<file path="config.mk">
export PLATFORM = sky130hd
export DESIGN_NAME = idivu_arb
export DESIGN_NICKNAME = d
export VERILOG_FILES = /design/src/rtl/idivu_arb.sv
export SDC_FILE = /design/constraint.sdc
export NUM_CORES = 1
export LEC_CHECK = 0
export BUFFER_PORTS_ARGS = -buffer_cell sky130_fd_sc_hd__buf_2
export CAP_MARGIN = 10
export CORE_MARGIN = 2
export CORE_UTILIZATION = 41
export CTS_CLUSTER_DIAMETER = 100
export DETAILED_ROUTE_END_ITERATION = 8
export GPL_TIMING_DRIVEN = 0
export MAX_ROUTING_LAYER = met4
export PLACE_DENSITY = 0.74
export SYNTH_ARGS = -nofsm -noshare
export SYNTH_HDL_FRONTEND = slang
export SYNTH_SLANG_ARGS = --single-unit
export TNS_END_PERCENT = 50
</file>
<file path="constraint.sdc">
create_clock -name clk -period 3.1 [get_ports clk]
set_input_delay 0.465 -clock clk [delete_from_list [all_inputs] [get_ports clk]]
set_output_delay 0.465 -clock clk [all_outputs]
set_load 0.01 [all_outputs]
</file>
<file path="src/rtl/idivu_arb.sv">
// Round-robin sequencer sharing one go/busy unsigned divider between NREQ requesters.
// Zero divisors are answered without the divider; a hung divider is abandoned after TMO cycles.
module idivu_arb #(
    parameter int NREQ = 2,
    parameter int W    = 8,
    parameter int TMO  = 255,
    localparam int IW  = (NREQ > 1) ? $clog2(NREQ) : 1
) (
    input  logic                   clk,
    input  logic                   arst,
    input  logic [NREQ-1:0]        req,
    input  logic [NREQ*2*W-1:0]    dividend_in,
    input  logic [NREQ*W-1:0]      divisor_in,
    output logic [NREQ-1:0]        ack,
    output logic [W-1:0]           res_quot,
    output logic [W-1:0]           res_rem,
    output logic                   res_ovf,
    output logic                   res_err,
    output logic                   div_go,
    output logic [2*W-1:0]         div_dividend,
    output logic [W-1:0]           div_divisor,
    input  logic                   div_busy,
    input  logic [W-1:0]           div_quot,
    input  logic [W-1:0]           div_rem,
    input  logic                   div_ovf,
    output logic [IW-1:0]          grant_idx
);

    typedef enum logic [2:0] {IDLE, ISSUE, WAIT1, WAIT, DONE} state_t;

    localparam logic [7:0] TLAST = 8'(TMO - 1);

    state_t                    state;
    logic [IW-1:0]             rr;
    logic [7:0]                tcnt;
    logic [NREQ-1:0][2*W-1:0]  dvd_a;
    logic [NREQ-1:0][W-1:0]    dsr_a;
    logic [IW-1:0]             pick;
    logic [IW-1:0]             kk;
    logic                      any;
    int                        k;

    assign dvd_a = dividend_in;
    assign dsr_a = divisor_in;

    // Scan offsets from high to low so the smallest offset from rr wins last.
    always_comb begin
        pick = rr;
        any  = 1'b0;
        k    = 0;
        kk   = '0;
        for (int i = NREQ - 1; i >= 0; i--) begin
            k = int'(rr) + i;
            if (k >= NREQ) k = k - NREQ;
            kk = IW'(k);
            if (req[kk]) begin
                pick = kk;
                any  = 1'b1;
            end
        end
    end

    always_ff @(posedge clk or posedge arst) begin
        if (arst) begin
            state        <= IDLE;
            rr           <= '0;
            tcnt         <= '0;
            ack          <= '0;
            res_quot     <= '0;
            res_rem      <= '0;
            res_ovf      <= 1'b0;
            res_err      <= 1'b0;
            div_go       <= 1'b0;
            div_dividend <= '0;
            div_divisor  <= '0;
            grant_idx    <= '0;
        end else begin
            div_go <= 1'b0;
            ack    <= '0;
            case (state)
                IDLE: begin
                    if (any) begin
                        grant_idx    <= pick;
                        div_dividend <= dvd_a[pick];
                        div_divisor  <= dsr_a[pick];
                        if (dsr_a[pick] == '0) begin
                            res_quot  <= '1;
                            res_rem   <= '0;
                            res_ovf   <= 1'b1;
                            res_err   <= 1'b0;
                            ack[pick] <= 1'b1;
                            state     <= DONE;
                        end else begin
                            div_go <= 1'b1;
                            state  <= ISSUE;
                        end
                    end
                end
                ISSUE: state <= WAIT1;
                // Divider raises busy a cycle after go, so busy is not trusted here.
                WAIT1: begin
                    tcnt  <= '0;
                    state <= WAIT;
                end
                WAIT: begin
                    if (!div_busy) begin
                        res_quot       <= div_quot;
                        res_rem        <= div_rem;
                        res_ovf        <= div_ovf;
                        res_err        <= 1'b0;
                        ack[grant_idx] <= 1'b1;
                        state          <= DONE;
                    end else if (tcnt == TLAST) begin
                        res_quot       <= '0;
                        res_rem        <= '0;
                        res_ovf        <= 1'b1;
                        res_err        <= 1'b1;
                        ack[grant_idx] <= 1'b1;
                        state          <= DONE;
                    end else begin
                        tcnt <= tcnt + 1'b1;
                    end
                end
                DONE: begin
                    rr    <= (grant_idx == IW'(NREQ - 1)) ? '0 : grant_idx + 1'b1;
                    state <= IDLE;
                end
                default: state <= IDLE;
            endcase
        end
    end

endmodule

</file>
==> out/results.ini, run 1 <==
[route]
wl_mm = 6.597
route.detailed.drc = 0
antenna_left = 0
drt_iter0_markers = 83
route.detailed.wl_per_inst_um = 13.46
vias_per_cell = 5.008
drt_pass1_iterations = 4
wl_met1_mm = 2.867
dr_wl_met2_mm = 3.297
wl_met3_um = 369
routed-via-count = 2454
top_layer = met4

[critical_path]
startpoint = tcnt[0]
worstSetupEndpointType = register
critPathBufInv = 1
critical_path_arrival_ns = 2.37
slowest_delay_ns = 0.41
critPathLaunchType = register
crit_chain = inv_1, ha_1, and3_1, nand3_1, and3_1, o2111ai_1, or3_1, a21oi_1
critPathTopFamily = simple AND/OR/NAND/NOR gates
reg2reg_setup_slack_ns = 0.98
path_depth = 8
r2r_end = tcnt[7]
crit_top_cell = and3_1
required_ns = 3.35
r2r-start = tcnt[0]
crit_fanout = 5
slowest_stage = dfrtp_1
crit_type = register to register
crit_end = tcnt[7]
reg2regPathDepth = 8

[cells_and_area]
mostFrequentLayoutCell = buf_2
fillers = 598
antenna_cells = 0
syn_to_final_growth_pct = 31.61
final_cell_mix = buf_2, dfrtp_1, o21ai_0
drive_gt1_frac = 0.3829
fin_nets = 479
fin_cells = 490

[synth]
syn-instance-count = 280
synth.avg_cell_area_sq_um = 10.02
synth_edf_count = 0
synth-compound-area-share = 0.1993
syn-cell-area_sq_um = 2806
yosys.area_share.simple = 0.1217
synth_top_family_by_area = compound AO/OA/AOI/OAI gates
yosysWarningCount = 0
ys_async_sr_fraction = 1.000
ys_types = 38
synth_fa_ha_area_frac = 0.01293
synth_xor_area_frac = 0.01560
synth-seq-cells = 58
yosysSeqAreaShare = 0.5172
synth_mux_area_frac = 0.08560
synth_nets = 352
synthFlopType = dfrtp_1

[clocking]
ctsResizeCount = 0
cts_tree = built
cts_buffer_depth = 2
clk_pin_slew_ns = 0.07
htreeDepth = 3
post_cts_buffers = 0
ctsHoldBuffers = 0
cts.sinks = 58
numCtsBuffers = 9
root_buffer = clkbuf_8
clock_latency_ns = 0.33

[placed_design]
portBuffers = 115
routabilityCongestion = 0.7871
dpl.hpwl_mm = 5.035
dp_slack_ns = 0.8743
dp_cells = 476

[sta]
setup_tns_ns = 0
clock-skew-final_ns = 0.008010
period_share = 0.6826
maxSlewHeadroom = 0.6297
rsz0062_at_grt = false
tightest_slew_ns = 0.5533
setup_viol = 0
maxSlewViolCount = 0
hold_viol = 0
fin_hold_ws_ns = 0.1724
setup_ws_ns = 0.9839
clock.fmax_mhz = 472.6
fin_crit_ns = 2.116

[pwr]
p_comb_frac = 0.433
power_frac_clock = 0.202
intPower_uw = 2092
p_leak_uw = 0.001898
p_total_uw = 3404
vdd_drop_max_v = 0.0004512
p_seq_frac = 0.365
power.density_nw_per_um2 = 921.6
switchingPower_uw = 1312
switching_share = 0.3855

[status]
status = complete, no violations

[global_route]
overflow = 0
grt_pass1_wl_mm = 10.85
grt_max_degree = 36
grt_pass1_vias = 2397
antenna_found_initial = 0
track_usage = 0.1901

[flow_run]
maxCapViolCount = 0

[die]
dieArea_sq_um = 7523
coreArea_sq_um = 6719
die_w_um = 86.74
io_pins = 116
fp-row-count = 30
start_util = 0.4177
die_y_um = 86.74

[min_path]
hp-class = input pin to async pin

-- worst reg2reg max path, cell delays in order (launching register included) --
cell	delay [ns]
dfrtp_1	0.41
inv_1	0.06
ha_1	0.19
and3_1	0.17
nand3_1	0.14
and3_1	0.27
o2111ai_1	0.26
or3_1	0.37
a21oi_1	0.15
-- metrics by stage --
stage	cell area, sq um	util
after floorplan	2806	-
after CTS	3694	0.5497
final	3694	0.5497
after global routing	3694	0.5497
after global placement	3482	0.5183
after detailed placement	3502	0.5212
-- area by class of cell --
| type | count | area [sq um] | area share |
|---|---|---|---|
| clock inverters | 3 | 40.04 | 0.01084 |
| plain buffers | 14 | 81.33 | 0.02202 |
| repair buffers | 116 | 595.6 | 0.1612 |
| multi-input cells | 194 | 1221 | 0.3306 |
| well taps | 80 | 100.1 | 0.02710 |
| clock buffers | 11 | 151.4 | 0.04099 |
| flip-flops and latches | 58 | 1451 | 0.3930 |
| inverters | 14 | 52.55 | 0.01423 |
-- registers in the layout, summed over array words and instances, names as in the netlist --
register and cells:
state 3, div_divisor 8, res_ovf 1, res_err 1, res_rem 8, rr 1
ack 2, div_dividend 16, grant_idx 1, div_go 1, res_quot 8, tcnt 8
-- how the worst min path moves through the flow --
stage	end	slack [ns]	start
5_1_grt	res_quot[1]	0.22	arst
4_1_cts	res_quot[1]	0.18	arst
2_1_floorplan	tcnt[1]	0.50	tcnt[1]
3_3_place_gp	div_dividend[15]	0.46	div_dividend[15]
6_report	res_quot[1]	0.17	arst
3_5_place_dp	div_dividend[11]	0.47	div_dividend[11]
-- synth_stat cells (2+ instances only) --
library cell,count,area [sq um]
a21oi_1,7,35.03
a22oi_1,9,67.56
and3_1,4,25.02
buf_2,2,10.01
buf_6,2,22.52
clkbuf_1,9,33.78
dfrtp_1,58,1451
ha_1,2,25.02
inv_1,13,48.80
mux2i_1,24,240.2
nand2_1,34,127.6
nand3_1,5,25.02
nand4_1,2,12.51
nor2_1,18,67.56
nor3_1,4,20.02
o21ai_0,45,225.2
o21ai_2,9,78.83
o21ba_2,8,80.08
o31ai_1,2,15.01
or3_1,2,12.51
xor2_1,4,35.03
-- power groups by stage --
stage / registers, uW / logic (uW) / clock network [uW]
after floorplan: 1350 / 858 / 0
after global placement: 1240 / 1450 / 0
after detailed placement: 1250 / 1500 / 0
after CTS: 1240 / 1500 / 704
after global routing: 1280 / 1640 / 729
final: 1240 / 1470 / 686
-- cells by family after synthesis --
| kind of cell | count (synthesis) |
|---|---|
| compound gates | 87 |
| simple gates | 75 |
| flops | 58 |
| buf+inv | 28 |
| mux | 24 |
| xor+xnor | 5 |
| fa+ha+maj | 3 |
-- metal layers --
metal / vias up / GRT usage
met4: 0 / 0.08381
met1: 1136 / 0.2242
li1: 1230 / -
met5: - / -
met2: 84 / 0.3140
met3: 4 / 0.04000
(Power assumes the default switching activity.)
==> run 2: changes to the inputs <==
- clock period: 3.1 -> 2.14 ns (I/O delays scaled with it)
==> run 2 against run 1 <==
Against the previous run: highest routed layer unchanged; maximum frequency up 4.5%; power up 45%; sequential share of layout area down 0.24 points; largest power group unchanged; routed wire length up 0.61%; combinational power up 46%; first-iteration DRC count down 27%; clock skew about the same; count of clock-buffer cells in the layout unchanged; die area unchanged.
==> out/results.ini, run 2 (synthesis gave the netlist of run 1 again) <==
[clocking]
clk_pin_slew_ns = 0.07
post_cts_buffers = 0
htreeDepth = 3
cts_tree = built
cts.sinks = 58
clock_latency_ns = 0.33
root_buffer = clkbuf_8
cts_buffer_depth = 2
ctsHoldBuffers = 0
ctsResizeCount = 0
numCtsBuffers = 9

[critical_path]
critPathLaunchType = register
critical_path_arrival_ns = 2.29
slowest_stage = dfrtp_1
crit_type = register to register
critPathTopFamily = simple AND/OR/NAND/NOR gates
crit_top_cell = and3_1
slowest_delay_ns = 0.43
worstSetupEndpointType = register
critPathBufInv = 2
crit_chain = inv_1, ha_1, and3_1, nand3_2, nand3_1, and3_1, clkbuf_1, o21ai_0, o21ba_2
r2r_end = res_quot[3]
crit_fanout = 9
r2r-start = tcnt[0]
reg2reg_setup_slack_ns = 0.11
reg2regPathDepth = 9
required_ns = 2.40

[cells_and_area]
antenna_cells = 0
fin_nets = 479
largest-register = div_dividend
mostFrequentLayoutCell = buf_2
syn_to_final_growth_pct = 32.41
final_cell_mix = buf_2, dfrtp_1, o21ai_0
drive_gt1_frac = 0.3951
largest_reg_flops = 16

[sta]
hold_viol = 0
maxSlewViolCount = 0
period_share = 0.9464
setup_ws_ns = 0.1146
clock.fmax_mhz = 493.7
setup_viol = 0
setup_tns_ns = 0
tightest_slew_ns = 0.5492
clock-skew-final_ns = 0.008112
maxSlewHeadroom = 0.6325
fin_crit_ns = 2.025

[route]
wl_mm = 6.637
antenna_left = 0
vias_per_cell = 5.020
route.detailed.drc = 0
drt_pass1_iterations = 4
route.detailed.wl_per_inst_um = 13.54
routed-via-count = 2460
drt_iter0_markers = 61

[status]
status = complete, no violations

[die]
die_y_um = 86.74
io_pins = 116
fp-row-count = 30
coreArea_sq_um = 6719
dieArea_sq_um = 7523
die_w_um = 86.74
start_util = 0.4177

[pwr]
vdd_drop_max_v = 0.0006552
p_leak_uw = 0.001897
power.density_nw_per_um2 = 1331

[min_path]
hp-class = input pin to async pin

[global_route]
grt_max_degree = 36
grt_pass1_wl_mm = 10.85
grt_pass1_vias = 2397
overflow = 0
track_usage = 0.1901
antenna_found_initial = 0

[placed_design]
dpl.hpwl_mm = 5.035
portBuffers = 115
dp_slack_ns = 0.02125
routabilityCongestion = 0.7871

[flow_run]
maxCapViolCount = 0

==> run 2: cell types whose count changed in the layout (fill, tap and decap cells not counted) <==
cell,before,now
and3_1,4,3
and3_4,0,1
and4_1,1,0
and4_2,0,1
nand3_1,5,4
nand3_2,0,1
nor3_1,4,3
nor3_2,0,1
o2111ai_1,1,0
o2111ai_2,0,1
==> run 2: through the flow <==
step / std cells / hold slack [ns] / utilization / total power [uW] / cell area (sq um)
after floorplan: 280 / 0.4774 / - / 3199 / 2806
after global placement: 475 / 0.4576 / 0.5183 / 3897 / 3482
after detailed placement: 476 / 0.3949 / 0.5212 / 3979 / 3502
after CTS: 490 / 0.03169 / 0.5497 / 4990 / 3694
after global routing: 490 / 0.07356 / 0.5531 / 5303 / 3716
final: 490 / 0.02591 / 0.5531 / 4946 / 3716
==> run 2: final cells by class <==
type                       count  area (sq um)
sequential                    58          1451
buffer                        14         81.33
tap                           80         100.1
inverter                      14         52.55
multi-input combinational    194          1244
clock inverter                 3         40.04
fill                         595          3003
clock buffer                  11         151.4
timing repair buffer         116         595.6
==> run 2: per-layer routing <==
| metal | wire (um) | share of wire | up-vias | GRT usage |
|---|---|---|---|---|
| li1 | - | - | 1233 | - |
| met3 | 386 | 0.058 | 4 | 0.04000 |
| met5 | 0 | 0 | - | - |
| met4 | 63 | 0.0095 | 0 | 0.08381 |
| met1 | 2869 | 0.43 | 1132 | 0.2242 |
| met2 | 3317 | 0.50 | 91 | 0.3140 |
==> run 2: power breakdown <==
group          total (uW)  leakage (uW)  internal, uW  switching [uW]
clock network         995      0.000101           584             411
logic                2150       0.00108           926            1220
registers            1810      0.000720          1530             280
total                4950       0.00190          3040            1910
==> run 2: worst max path at each step <==
stage	startpoint	end	slack, ns	cells after the start
final	tcnt[0]	res_quot[3]	0.11	9
after global routing	tcnt[0]	res_quot[6]	-0.02	9
after CTS	tcnt[0]	tcnt[7]	0.02	8
after detailed placement	tcnt[0]	tcnt[7]	0.02	8
after global placement	arst	div_divisor[7]	-0.33	2
after floorplan	tcnt[0]	tcnt[5]	0.30	8
